===== src/rtl/fir_channel_scheduler.sv =====
// Sequences one shared FIR MAC across the left/right audio channels, one job per sample.
// Define SCHED_OVERRUN_CNT_EN to build the saturating overrun event counter.
module fir_channel_scheduler #(
   parameter int NUM_FILTERS = 4,
   parameter int PIPE_LAT    = 3
) (
   input  logic        clk,
   input  logic        reset,
   input  logic        audio_en,
   input  logic [7:0]  taps_per_filter,
   input  logic        l_data_en,
   input  logic        r_data_en,
   input  logic [23:0] l_data_in,
   input  logic [23:0] r_data_in,
   output logic        mac_start,
   output logic        mac_chan,
   output logic [3:0]  mac_filter,
   output logic [7:0]  mac_tap,
   output logic        mac_tap_valid,
   output logic [23:0] mac_sample,
   output logic        l_done,
   output logic        r_done,
   output logic        busy,
   output logic [1:0]  overrun,
   output logic [7:0]  overrun_cnt
);

   localparam logic [3:0] LAST_FILTER = 4'(NUM_FILTERS - 1);
   localparam logic [3:0] LAST_DRAIN  = 4'(PIPE_LAT - 1);

   typedef enum logic [2:0] {
      IDLE  = 3'd0,
      LOAD  = 3'd1,
      RUN   = 3'd2,
      DRAIN = 3'd3,
      DONE  = 3'd4
   } state_t;

   state_t      state_q, state_d;
   logic [1:0]  pending_q, pending_d;
   logic        last_served_q, last_served_d;
   logic [23:0] hold_l_q, hold_l_d;
   logic [23:0] hold_r_q, hold_r_d;
   logic        cur_chan_q, cur_chan_d;
   logic [7:0]  t_q, t_d;
   logic [3:0]  filter_q, filter_d;
   logic [7:0]  tap_q, tap_d;
   logic [3:0]  drain_q, drain_d;
   logic        mac_start_q, mac_start_d;
   logic        mac_chan_q, mac_chan_d;
   logic        mac_tap_valid_q, mac_tap_valid_d;
   logic [23:0] mac_sample_q, mac_sample_d;
   logic        l_done_q, l_done_d;
   logic        r_done_q, r_done_d;
   logic        busy_q, busy_d;
   logic [1:0]  overrun_q, overrun_d;

   logic [1:0]  strobe_s;
   logic [1:0]  pend_eff_s;
   logic        sel_chan_s;
   logic [23:0] sel_sample_s;

   // Arbitration: a strobe in this cycle counts as pending so IDLE can launch at once.
   always_comb begin
      strobe_s   = {r_data_en, l_data_en} & {2{audio_en}};
      pend_eff_s = pending_q | strobe_s;
      if (pend_eff_s == 2'b11) begin
         sel_chan_s = ~last_served_q;
      end else if (pend_eff_s[1]) begin
         sel_chan_s = 1'b1;
      end else begin
         sel_chan_s = 1'b0;
      end
      if (sel_chan_s) begin
         sel_sample_s = pending_q[1] ? hold_r_q : r_data_in;
      end else begin
         sel_sample_s = pending_q[0] ? hold_l_q : l_data_in;
      end
   end

   // Next-state and registered-output logic for the sweep FSM.
   always_comb begin
      state_d         = state_q;
      pending_d       = pending_q;
      last_served_d   = last_served_q;
      hold_l_d        = hold_l_q;
      hold_r_d        = hold_r_q;
      cur_chan_d      = cur_chan_q;
      t_d             = t_q;
      filter_d        = filter_q;
      tap_d           = tap_q;
      drain_d         = drain_q;
      mac_start_d     = 1'b0;
      mac_chan_d      = mac_chan_q;
      mac_tap_valid_d = 1'b0;
      mac_sample_d    = mac_sample_q;
      l_done_d        = 1'b0;
      r_done_d        = 1'b0;
      overrun_d       = overrun_q;

      if (audio_en) begin
         if (strobe_s[0]) begin
            hold_l_d = l_data_in;
         end else begin
            hold_l_d = hold_l_q;
         end
         if (strobe_s[1]) begin
            hold_r_d = r_data_in;
         end else begin
            hold_r_d = hold_r_q;
         end
         pending_d = pending_q | strobe_s;
         overrun_d = overrun_q | (strobe_s & pending_q);

         case (state_q)
            IDLE: begin
               if (pend_eff_s != 2'b00) begin
                  // A same-cycle strobe on an already-pending channel stays queued.
                  pending_d[sel_chan_s] = pending_q[sel_chan_s] & strobe_s[sel_chan_s];
                  cur_chan_d   = sel_chan_s;
                  mac_sample_d = sel_sample_s;
                  mac_start_d  = 1'b1;
                  state_d      = LOAD;
               end else begin
                  state_d = IDLE;
               end
            end
            LOAD: begin
               t_d             = (taps_per_filter == 8'd0) ? 8'd1 : taps_per_filter;
               filter_d        = 4'd0;
               tap_d           = 8'd0;
               mac_chan_d      = cur_chan_q;
               mac_tap_valid_d = 1'b1;
               state_d         = RUN;
            end
            RUN: begin
               if (tap_q == (t_q - 8'd1)) begin
                  if (filter_q == LAST_FILTER) begin
                     drain_d = 4'd0;
                     state_d = DRAIN;
                  end else begin
                     filter_d        = filter_q + 4'd1;
                     tap_d           = 8'd0;
                     mac_tap_valid_d = 1'b1;
                  end
               end else begin
                  tap_d           = tap_q + 8'd1;
                  mac_tap_valid_d = 1'b1;
               end
            end
            DRAIN: begin
               if (drain_q == LAST_DRAIN) begin
                  l_done_d = ~cur_chan_q;
                  r_done_d = cur_chan_q;
                  state_d  = DONE;
               end else begin
                  drain_d = drain_q + 4'd1;
               end
            end
            DONE: begin
               last_served_d = cur_chan_q;
               state_d       = IDLE;
            end
            default: begin
               state_d = IDLE;
            end
         endcase
      end else begin
         state_d   = IDLE;
         pending_d = 2'b00;
         overrun_d = 2'b00;
      end

      busy_d = (state_d != IDLE);
   end

   // State and output registers.
   always_ff @(posedge clk) begin
      if (reset) begin
         state_q         <= IDLE;
         pending_q       <= 2'b00;
         last_served_q   <= 1'b1;
         hold_l_q        <= 24'd0;
         hold_r_q        <= 24'd0;
         cur_chan_q      <= 1'b0;
         t_q             <= 8'd0;
         filter_q        <= 4'd0;
         tap_q           <= 8'd0;
         drain_q         <= 4'd0;
         mac_start_q     <= 1'b0;
         mac_chan_q      <= 1'b0;
         mac_tap_valid_q <= 1'b0;
         mac_sample_q    <= 24'd0;
         l_done_q        <= 1'b0;
         r_done_q        <= 1'b0;
         busy_q          <= 1'b0;
         overrun_q       <= 2'b00;
      end else begin
         state_q         <= state_d;
         pending_q       <= pending_d;
         last_served_q   <= last_served_d;
         hold_l_q        <= hold_l_d;
         hold_r_q        <= hold_r_d;
         cur_chan_q      <= cur_chan_d;
         t_q             <= t_d;
         filter_q        <= filter_d;
         tap_q           <= tap_d;
         drain_q         <= drain_d;
         mac_start_q     <= mac_start_d;
         mac_chan_q      <= mac_chan_d;
         mac_tap_valid_q <= mac_tap_valid_d;
         mac_sample_q    <= mac_sample_d;
         l_done_q        <= l_done_d;
         r_done_q        <= r_done_d;
         busy_q          <= busy_d;
         overrun_q       <= overrun_d;
      end
   end

`ifdef SCHED_OVERRUN_CNT_EN
   logic [7:0] overrun_cnt_q, overrun_cnt_d;
   logic [8:0] cnt_sum_s;

   // Saturating count of overrun events; both channels in one cycle add two.
   always_comb begin
      cnt_sum_s = {1'b0, overrun_cnt_q}
                + {8'd0, strobe_s[0] & pending_q[0]}
                + {8'd0, strobe_s[1] & pending_q[1]};
      if (cnt_sum_s > 9'd255) begin
         overrun_cnt_d = 8'd255;
      end else begin
         overrun_cnt_d = cnt_sum_s[7:0];
      end
   end

   // Counter register, cleared only by reset.
   always_ff @(posedge clk) begin
      if (reset) begin
         overrun_cnt_q <= 8'd0;
      end else begin
         overrun_cnt_q <= overrun_cnt_d;
      end
   end

   assign overrun_cnt = overrun_cnt_q;
`else
   assign overrun_cnt = 8'd0;
`endif

   assign mac_start     = mac_start_q;
   assign mac_chan      = mac_chan_q;
   assign mac_filter    = filter_q;
   assign mac_tap       = tap_q;
   assign mac_tap_valid = mac_tap_valid_q;
   assign mac_sample    = mac_sample_q;
   assign l_done        = l_done_q;
   assign r_done        = r_done_q;
   assign busy          = busy_q;
   assign overrun       = overrun_q;

endmodule


===== config.mk =====
export PLATFORM = sky130hd
export DESIGN_NAME = fir_channel_scheduler
export DESIGN_NICKNAME = d
export VERILOG_FILES = /design/src/rtl/fir_channel_scheduler.sv
export SDC_FILE = /design/constraint.sdc
export NUM_CORES = 1
export LEC_CHECK = 0
export ABC_AREA = 1
export CORE_UTILIZATION = 49
export DETAILED_ROUTE_END_ITERATION = 10
export MAX_ROUTING_LAYER = met4
export PLACE_DENSITY = 0.86
export SYNTH_ARGS = -nofsm -noshare
export SYNTH_HDL_FRONTEND = slang
export SYNTH_SLANG_ARGS = --single-unit

===== constraint.sdc =====
create_clock -name clk -period 3.6 [get_ports clk]
set_clock_uncertainty 0.1 [all_clocks]
set_input_delay 0.72 -clock clk [delete_from_list [all_inputs] [get_ports clk]]
set_output_delay 0.72 -clock clk [all_outputs]
set_load 0.02 [all_outputs]

==> results_dict.tcl, run 1 <==
set metrics [dict create \
    status "complete, no violations" \
    end_kind "flip-flop" \
    routed_wl_um 13100 \
    drv_slew 0 \
    power_density_mw_per_mm2 387 \
    wl_per_cell_um 13.2 \
    finalSetupViolCount 0 \
    portBuffers 104 \
    synth-edff-count 0 \
    grt_overflow 0 \
    grt_usage 0.251 \
    cts_buffer_depth 2 \
    cts_made_buffers 9 \
    worst_slack_ns 0.964 \
    max_stage_delay_ns 0.67 \
    place_inst 974 \
    hold_path.class "flip-flop to flip-flop" \
    critPathArrivalTime_ns 2.85 \
    dieArea_sq_mm 0.0113 \
    cp-start-kind "input pin" \
    max_freq_ghz 0.379 \
    wl_met2_um 6220 \
    routed-wl-met3_um 847 \
    n_fill_cell 964 \
    tightestPinTransition_ns 0.940 \
    worst_ir_drop_vdd_v 0.000236 \
    clkSinkCount 111 \
    ys.warnings.count 0 \
    start_util 0.510 \
    vias 5282 \
    grt_pass1_vias 4762 \
    final_cells 990 \
    synth_seq_cells 111 \
    finalHoldViolations 0 \
    tns_ns 0 \
    drtIter0Drc 407 \
    ys.flop_type "dfxtp_1" \
    fin_nets 915 \
    syn_inst 767 \
    antenna_cells 0 \
    syn_area_sq_mm 0.00534 \
    timing.final.crit_share 0.732 \
    layout-drive-gt1-share 0.0539 \
    dieWidth_um 106 \
    crit_slowest_cell "clkdlybuf4s50_1" \
    clk_pin_slew_worst_paths_ns 0.10 \
    max-cap-violations 0 \
    syn_to_final_growth_pct 23.9 \
    highest_layer "met4" \
    crit_path_cell_trace "clkdlybuf4s50_1 > nand2_2 > inv_2 > nor2_2 > inv_1 > nand2_1 > inv_2 > o211ai_1 > nand3_1 > o21ai_0 > inv_1" \
    worstPathRequired_ns 3.81 \
    place_hpwl_um 9450 \
    synthArstFlopShare 0 \
    num_rows 37 \
    ys_seq_area_frac 0.417 \
    p_leak_nw 2.75 \
    die_h_um 106 \
    remaining_drc_errors 0 \
    preCtsSetupSlack_ns 0.604 \
    drt-met1-wl_um 5760 \
    slew_headroom 0.373 \
    worstPathMaxFanout 31 \
    tritoncts "done" \
    finalCriticalPeriod_ns 2.64 \
    design.portCount 113 \
    cts_root_buffer "clkbuf_8" \
    insertion_delay_ns 0.38 \
    synth.distinct_cells 36 \
    htree_levels 3 \
    ant_nets 0 \
    rsz0062_at_grt "no" \
    grt_pass1_wl_um 22300 \
    coreArea_sq_mm 0.0105 \
    postCtsSetupRepairBufs 0 \
    drtPass1Iterations 5 \
    cts_hold_buffers 0 \
    cts_resized 0 \
    grt_max_degree 48 \
    antenna_found_initial 0 \
    path_class "input pin to flip-flop" \
    gp_congestion 0.833 \
    syn_area_per_cell_sq_um 6.96 \
    vias_per_cell 5.34 \
]
## cell type report
cell class,instances,area [sq um],area share
clock buffers,10,138,0.0208
clock inverters,6,76.3,0.0115
inverters,83,312,0.0471
multi-input cells,531,2570,0.389
flip-flops and latches,111,2220,0.336
well taps,136,170,0.0257
repair buffers,113,1120,0.170
## critical path: cells and delay by family
| family | cells | cell delay, ns |
|---|---|---|
| AND/OR/NAND/NOR | 4 | 0.51 |
| buffers and inverters | 5 | 1.33 |
| AO/OA/AOI/OAI | 2 | 0.28 |
## layer usage
metal	vias to the layer above	GRT usage
met5	-	-
met4	0	0.0923
met3	27	0.0392
met2	196	0.395
met1	2394	0.324
li1	2665	-
## stage by stage
step	util	area [sq um]	hold WS (ns)	power, mW
floorplan	-	5360	0.309	1.62
global placement	0.611	6390	0.347	1.78
detailed placement	0.611	6390	0.343	1.79
CTS	0.632	6610	0.360	2.57
global route	0.632	6610	0.379	2.68
finish	0.632	6610	0.362	2.56
## placed cells by master (no fill, tap or decap), types with 2 or more instances in the layout
master | Yosys | routed
clkdlybuf4s50_1 | 0 | 104
inv_1 | 75 | 75
conb_1 | 1 | 8
nor2_1 | 102 | 102
a211oi_1 | 2 | 2
clkbuf_8 | 0 | 10
nand3b_1 | 2 | 2
dfxtp_1 | 111 | 111
nand2_1 | 145 | 145
nand3_1 | 62 | 62
buf_4 | 12 | 8
nor2_2 | 4 | 4
o21ai_0 | 73 | 73
o211ai_1 | 26 | 26
a311oi_1 | 2 | 2
xnor2_1 | 4 | 4
a31oi_1 | 7 | 7
ha_1 | 5 | 5
or2_2 | 2 | 2
inv_2 | 8 | 8
nand4_1 | 8 | 8
clkinv_4 | 0 | 3
xor2_1 | 5 | 5
nor3_1 | 4 | 4
a21oi_1 | 59 | 59
nand2_2 | 2 | 2
## logic make-up (layout without fill, tap and decap cells)
group | Yosys count | count (layout) | synth area share
xor gates and xnor gates | 9 | 9 | 0.0148
DFF | 111 | 111 | 0.417
AOI/OAI and AO/OA | 173 | 173 | 0.181
adders and majority gates | 5 | 5 | 0.0117
and+or+nand+nor | 336 | 336 | 0.269
buffers and inverters | 132 | 212 | 0.107
other | 1 | 8 | 0.000703
## state kept, by name (all words and copies together) (netlist names), 2 cells and up
name / flops
hold_l_q: 24
mac_sample: 24
state_q: 3
pending_q: 2
hold_r_q: 24
drain_q: 4
t_q: 8
mac_tap: 8
mac_filter: 4
overrun: 2
## where the power goes
part | leakage, nW | internal [mW] | switching, mW | total, mW
Clock | 0.109 | 0.352 | 0.444 | 0.796
Combinational | 1.74 | 0.187 | 0.240 | 0.427
Sequential | 0.909 | 1.29 | 0.0421 | 1.34
Total | 2.75 | 1.83 | 0.726 | 2.56
## final timing paths
kind / from / to / slack, ns / depth (start not counted)
setup / recovery: audio_en / mac_sample[11] / 0.96 / 11
setup reg to reg: t_q[0] / mac_tap[4] / 1.28 / 13
hold / removal: cur_chan_q / l_done / 0.36 / 1
hold reg to reg: cur_chan_q / l_done / 0.36 / 1
## synth_stat cells, types with 2 or more instances
library cell / count / share of area
a211oi_1: 2 / 0.0028
a21oi_1: 59 / 0.055
a311oi_1: 2 / 0.0033
a31oi_1: 7 / 0.0082
buf_1: 2 / 0.0014
buf_2: 5 / 0.0047
buf_4: 12 / 0.017
buf_6: 3 / 0.0063
clkbuf_1: 27 / 0.019
dfxtp_1: 111 / 0.42
ha_1: 5 / 0.012
inv_1: 75 / 0.053
inv_2: 8 / 0.0056
nand2_1: 145 / 0.10
nand2_2: 2 / 0.0023
nand3_1: 62 / 0.058
nand3b_1: 2 / 0.0028
nand4_1: 8 / 0.0094
nor2_1: 102 / 0.072
nor2_2: 4 / 0.0047
nor3_1: 4 / 0.0038
o211ai_1: 26 / 0.037
o21ai_0: 73 / 0.068
or2_2: 2 / 0.0023
xnor2_1: 4 / 0.0066
xor2_1: 5 / 0.0082
(Power assumes the default switching activity.)
==> run 2: changes to the inputs <==
--- a/config.mk
+++ b/config.mk
@@ -6,10 +6,10 @@
 export NUM_CORES = 1
 export LEC_CHECK = 0
 export ABC_AREA = 1
-export CORE_UTILIZATION = 49
+export CORE_UTILIZATION = 46
 export DETAILED_ROUTE_END_ITERATION = 10
 export MAX_ROUTING_LAYER = met4
-export PLACE_DENSITY = 0.86
+export PLACE_DENSITY = 0.85
 export SYNTH_ARGS = -nofsm -noshare
 export SYNTH_HDL_FRONTEND = slang
 export SYNTH_SLANG_ARGS = --single-unit
==> constraint.sdc (replaced) <==
create_clock -name clk -period 2.2 [get_ports clk]
set_clock_uncertainty 0.1 [all_clocks]
set_input_delay 0.44 -clock clk [delete_from_list [all_inputs] [get_ports clk]]
set_output_delay 0.44 -clock clk [all_outputs]
set_load 0.02 [all_outputs]
==> run 2 against run 1 <==
  * Sequential share of layout area is 1.7 points lower
  * Design area is 5.2% higher
  * Non-clock buffer count is 24 higher
  * Critical endpoint is now mac_tap[6]
  * Highest routed layer unchanged
==> results_dict.tcl, run 2 (synthesis results as in run 1) <==
set metrics [dict create \
    antenna_found_initial 0 \
    clk_pin_slew_worst_paths_ns 0.08 \
    die_h_um 110 \
    p_leak_nw 2.92 \
    crit_slowest_cell "dfxtp_1" \
    power.total_mw 4.60 \
    cts_root_buffer "clkbuf_16" \
    num_rows 38 \
    drtIter0Drc 417 \
    design.portCount 113 \
    power_density_mw_per_mm2 662 \
    routed_wl_um 13800 \
    cts_made_buffers 9 \
    worstPathRequired_ns 2.35 \
    grt_pass1_wl_um 22400 \
    start_util 0.482 \
    cp_top_family "simple AND/OR/NAND/NOR gates" \
    vias_per_cell 5.26 \
    wl_per_cell_um 13.5 \
    syn_to_final_growth_pct 30.3 \
    drv_slew 0 \
    place_inst 1001 \
    place_hpwl_um 10000 \
    worstPathMaxFanout 11 \
    max-cap-violations 0 \
    max_stage_delay_ns 0.36 \
    remaining_drc_errors 0 \
    end_kind "flip-flop" \
    grt_overflow 0 \
    cp.buffers_inverters 3 \
    coreArea_sq_mm 0.0111 \
    grt_max_degree 56 \
    gp_congestion 0.877 \
    timing.hold.ws_ns 0.364 \
    drtPass1Iterations 5 \
    worst_ir_drop_vdd_v 0.000423 \
    finalHoldViolations 0 \
    path_class "flip-flop to flip-flop" \
    clkSinkCount 111 \
    timing.final.crit_share 0.912 \
    fin_nets 939 \
    hold_path.class "flip-flop to flip-flop" \
    final_cells 1017 \
    ant_nets 0 \
    critPathArrivalTime_ns 2.16 \
    grt_pass1_vias 4842 \
    design_area_sq_mm 0.00695 \
    dieWidth_um 110 \
    cp-start-kind "flip-flop" \
    portBuffers 104 \
    finalCriticalPeriod_ns 2.01 \
    layout-drive-gt1-share 0.0810 \
    tritoncts "done" \
    antenna_cells 0 \
    vias 5350 \
    dieArea_sq_mm 0.0120 \
    layout_common_cells "143 x nand2_1, 111 x dfxtp_1, 104 x clkdlybuf4s50_1, 102 x nor2_1, 75 x inv_1" \
    insertion_delay_ns 0.35 \
    status "complete, no violations" \
    htree_levels 3 \
    n_fill_cell 963 \
    cts_buffer_depth 2 \
    slew_headroom 0.664 \
    max_freq_ghz 0.498 \
    finalSetupViolCount 0 \
    tightestPinTransition_ns 0.504 \
    critPathMostFrequentCell "nand2_1" \
    crit_path_cell_trace "inv_1 > ha_1 > inv_1 > nand2_1 > nand2_1 > nand2_1 > nor2_1 > nand3_1 > nor2_4 > nand3_2 > buf_6 > nand3_1 > nand2_1 > nand2_1 > nor2_1" \
    final_common_cell "nand2_1" \
    dpl_cell_area_sq_mm 0.00662 \
    final_core_util 0.628 \
    grt_usage 0.245 \
]
-- run 2: cell count changes in the layout (fill, tap and decap cells not counted), sizes merged --
cell / change
clkinv: -2
buf: +24
clkinvlp: +1
-- run 2: final timing paths --
path                                    start            end  slack (ns)  depth (start not counted)
worst max-delay path                   t_q[1]     mac_tap[6]        0.19                         15
worst min-delay path            mac_sample[4]  mac_sample[4]        0.36                          2
worst max register to register         t_q[1]     mac_tap[6]        0.19                         15
worst min register to register  mac_sample[4]  mac_sample[4]        0.36                          2
-- run 2: where the power goes --
part | total [mW] | internal, mW | leakage (nW) | switching, mW
Combinational | 0.754 | 0.346 | 1.87 | 0.408
Sequential | 2.19 | 2.12 | 0.909 | 0.0708
Clock | 1.66 | 0.919 | 0.146 | 0.743
-- run 2: what timing repair did --
action,CTS,global route
hold buffers,0,0
buffers inserted,0,1
resized for setup,0,5
setup endpoints to repair,0,17
-- run 2: routing by layer --
metal	vias up	share of wire	global-route usage
met4	0	0.023	0.0886
met5	-	0	-
met1	2389	0.46	0.317
met2	221	0.46	0.381
li1	2710	-	-
met3	30	0.063	0.0439
-- run 2: area by class of cell --
class                           instances  area [sq um]  share of cell area
Multi-Input combinational cell        531          2580               0.372
Sequential cell                       111          2220               0.320
Timing Repair Buffer                  137          1360               0.195
Inverter                               83           312              0.0448
Clock buffer                           10           239              0.0344
Tap cell                              140           175              0.0252
Clock inverter                          5          63.8             0.00918
-- run 2: worst register-to-register path, delay by kind of cell (launching register included) --
kind	cells	cell delay [ns]
adders and majority gates	1	0.29
DFF	1	0.36
buffers and inverters	3	0.29
and+or+nand+nor	11	0.88
-- run 2: metrics by stage --
step | setup WS, ns | TNS (ns)
CTS | 0.0975 | 0
detailed placement | -0.0619 | -0.273
floorplan | 0.324 | 0
global placement | -0.000255 | -0.000255
global route | -0.0360 | -0.0602
finish | 0.193 | 0
==> run 3: changes to the inputs <==
--- a/config.mk
+++ b/config.mk
@@ -8,7 +8,7 @@
 export ABC_AREA = 1
 export CORE_UTILIZATION = 46
 export DETAILED_ROUTE_END_ITERATION = 10
-export MAX_ROUTING_LAYER = met4
+export HOLD_SLACK_MARGIN = 0.15
 export PLACE_DENSITY = 0.85
 export SYNTH_ARGS = -nofsm -noshare
 export SYNTH_HDL_FRONTEND = slang
==> run 3 against run 2 <==
  * Critical path depth unchanged
  * Final cell count unchanged
  * Worst setup slack about the same
  * Global-route usage down 0.69 points
  * Non-clock buffer count unchanged
  * Via count up 0.22%
  * Combinational power about the same
  * Die area unchanged
  * First-iteration DRC count up 1.4%
  * Critical endpoint unchanged
  * Clock power about the same
  * Clock-buffer cell count unchanged
==> results_dict.tcl, run 3 (synthesis results as in run 1) <==
set metrics [dict create \
    finalCriticalPeriod_ns 2.01 \
    dieWidth_um 110 \
    cts_made_buffers 9 \
    worstPathMaxFanout 11 \
    p_leak_nw 2.92 \
    grt_pass1_vias 4841 \
    clkSinkCount 111 \
    portBuffers 104 \
    final_common_cell "nand2_1" \
    syn_to_final_growth_pct 30.3 \
    p_switching_mw 1.22 \
    end_kind "flip-flop" \
    grt_max_degree 56 \
    place_inst 1001 \
    min-delay-start "mac_sample[4]" \
    tritoncts "done" \
    cts_buffer_depth 2 \
    grt_usage 0.238 \
    finalSetupViolCount 0 \
    finalHoldViolations 0 \
    dieArea_sq_mm 0.0120 \
    power_density_mw_per_mm2 663 \
    routed_wl_um 13800 \
    worstPathRequired_ns 2.35 \
    ff2ff_path_depth 15 \
    cp-start-kind "flip-flop" \
    path_class "flip-flop to flip-flop" \
    cts_root_buffer "clkbuf_16" \
    final_cells 1017 \
    remaining_drc_errors 0 \
    start_util 0.482 \
    num_rows 38 \
    timing.hold.ws_ns 0.364 \
    holdPathEnd "mac_sample[4]" \
    place_hpwl_um 10000 \
    drtIter0Drc 423 \
    rr_endpoint "mac_tap[6]" \
    critPathArrivalTime_ns 2.16 \
    drtPass1Iterations 5 \
    layout-drive-gt1-share 0.0810 \
    hold_path.class "flip-flop to flip-flop" \
    worstHoldPathCells 2 \
    clock_power_share 0.361 \
    drv_slew 0 \
    htree_levels 3 \
    layout_common_cells "143 x nand2_1, 111 x dfxtp_1, 104 x clkdlybuf4s50_1, 102 x nor2_1, 75 x inv_1" \
    ant_nets 0 \
    p_sw_frac 0.266 \
    power_frac_seq 0.475 \
    vias 5362 \
    worst_ir_drop_vdd_v 0.000422 \
    max-cap-violations 0 \
    r2r-start "t_q[1]" \
    clk_pin_slew_worst_paths_ns 0.08 \
    comb_power_share 0.164 \
    cts_hold_buffers 0 \
    intPower_mw 3.38 \
    rrSetupSlack_ns 0.19 \
    vias_per_cell 5.27 \
    coreArea_sq_mm 0.0111 \
    grt_overflow 0 \
    status "complete, no violations" \
    fin_nets 939 \
    timing.final.crit_share 0.912 \
    die_h_um 110 \
    antenna_cells 0 \
    grt_pass1_wl_um 22400 \
    insertion_delay_ns 0.35 \
    wl_per_cell_um 13.6 \
    design.portCount 113 \
    gp_congestion 0.863 \
    max_freq_ghz 0.498 \
    antenna_found_initial 0 \
    crit_start "t_q[1]" \
]
[run 3: cell counts in the layout (fill, tap and decap cells not counted)]
No cell type changed its count.
[run 3: critical path, cell delays in order (launching register included)]
cell and delay (ns):
dfxtp_1 0.36, inv_1 0.05, ha_1 0.29, inv_1 0.06, nand2_1 0.04, nand2_1 0.05, nand2_1 0.05, nor2_1 0.10
nand3_1 0.13, nor2_4 0.16, nand3_2 0.13, buf_6 0.18, nand3_1 0.06, nand2_1 0.06, nand2_1 0.06, nor2_1 0.04
[run 3: per-stage QoR]
step,power (mW),worst slack [ns],cell area (sq um),util,setup TNS [ns]
after floorplan,2.64,0.324,5360,-,0
after global placement,2.96,-0.000255,6620,0.598,-0.000255
after detailed placement,2.98,-0.0619,6620,0.598,-0.273
after CTS,4.62,0.0975,6930,0.625,0
after global routing,4.79,-0.0360,6950,0.628,-0.0602
final,4.61,0.193,6950,0.628,0
[run 3: power by group through the flow]
stage | combinational [mW] | sequential, mW | clock [mW]
detailed placement | 0.746 | 2.23 | 0
floorplan | 0.381 | 2.26 | 0
global placement | 0.731 | 2.23 | 0
finish | 0.755 | 2.19 | 1.66
global route | 0.834 | 2.20 | 1.76
CTS | 0.751 | 2.19 | 1.68
[run 3: worst max-delay path by stage]
stage	end	slack [ns]	cells after the start
2_1_floorplan	mac_tap[2]	0.32	15
3_3_place_gp	mac_sample[0]	-0.0003	12
3_5_place_dp	mac_sample[0]	-0.06	12
4_1_cts	mac_tap[5]	0.1	14
5_1_grt	mac_filter[2]	-0.04	12
6_report	mac_tap[6]	0.19	15
[run 3: final cells by class]
type	count	area [sq um]
tap	140	175
clock inverter	5	63.8
sequential	111	2220
inverter	83	312
fill	963	4130
clock buffer	10	239
multi-input combinational	531	2580
timing repair buffer	137	1360
[run 3: layer usage]
layer  track usage  vias up  share of wire  routed length [um]
li1              -     2706              -                   -
met4        0.0886        0          0.022                 304
met1         0.317     2411           0.47                6420
met2         0.382      215           0.46                6290
met5             0        -              0                   0
met3        0.0445       30          0.057                 785
[run 3: repair_timing]
item,in CTS,in global routing
endpoints found under the setup margin,0,17
buffers inserted,0,1
gates resized for setup,0,5
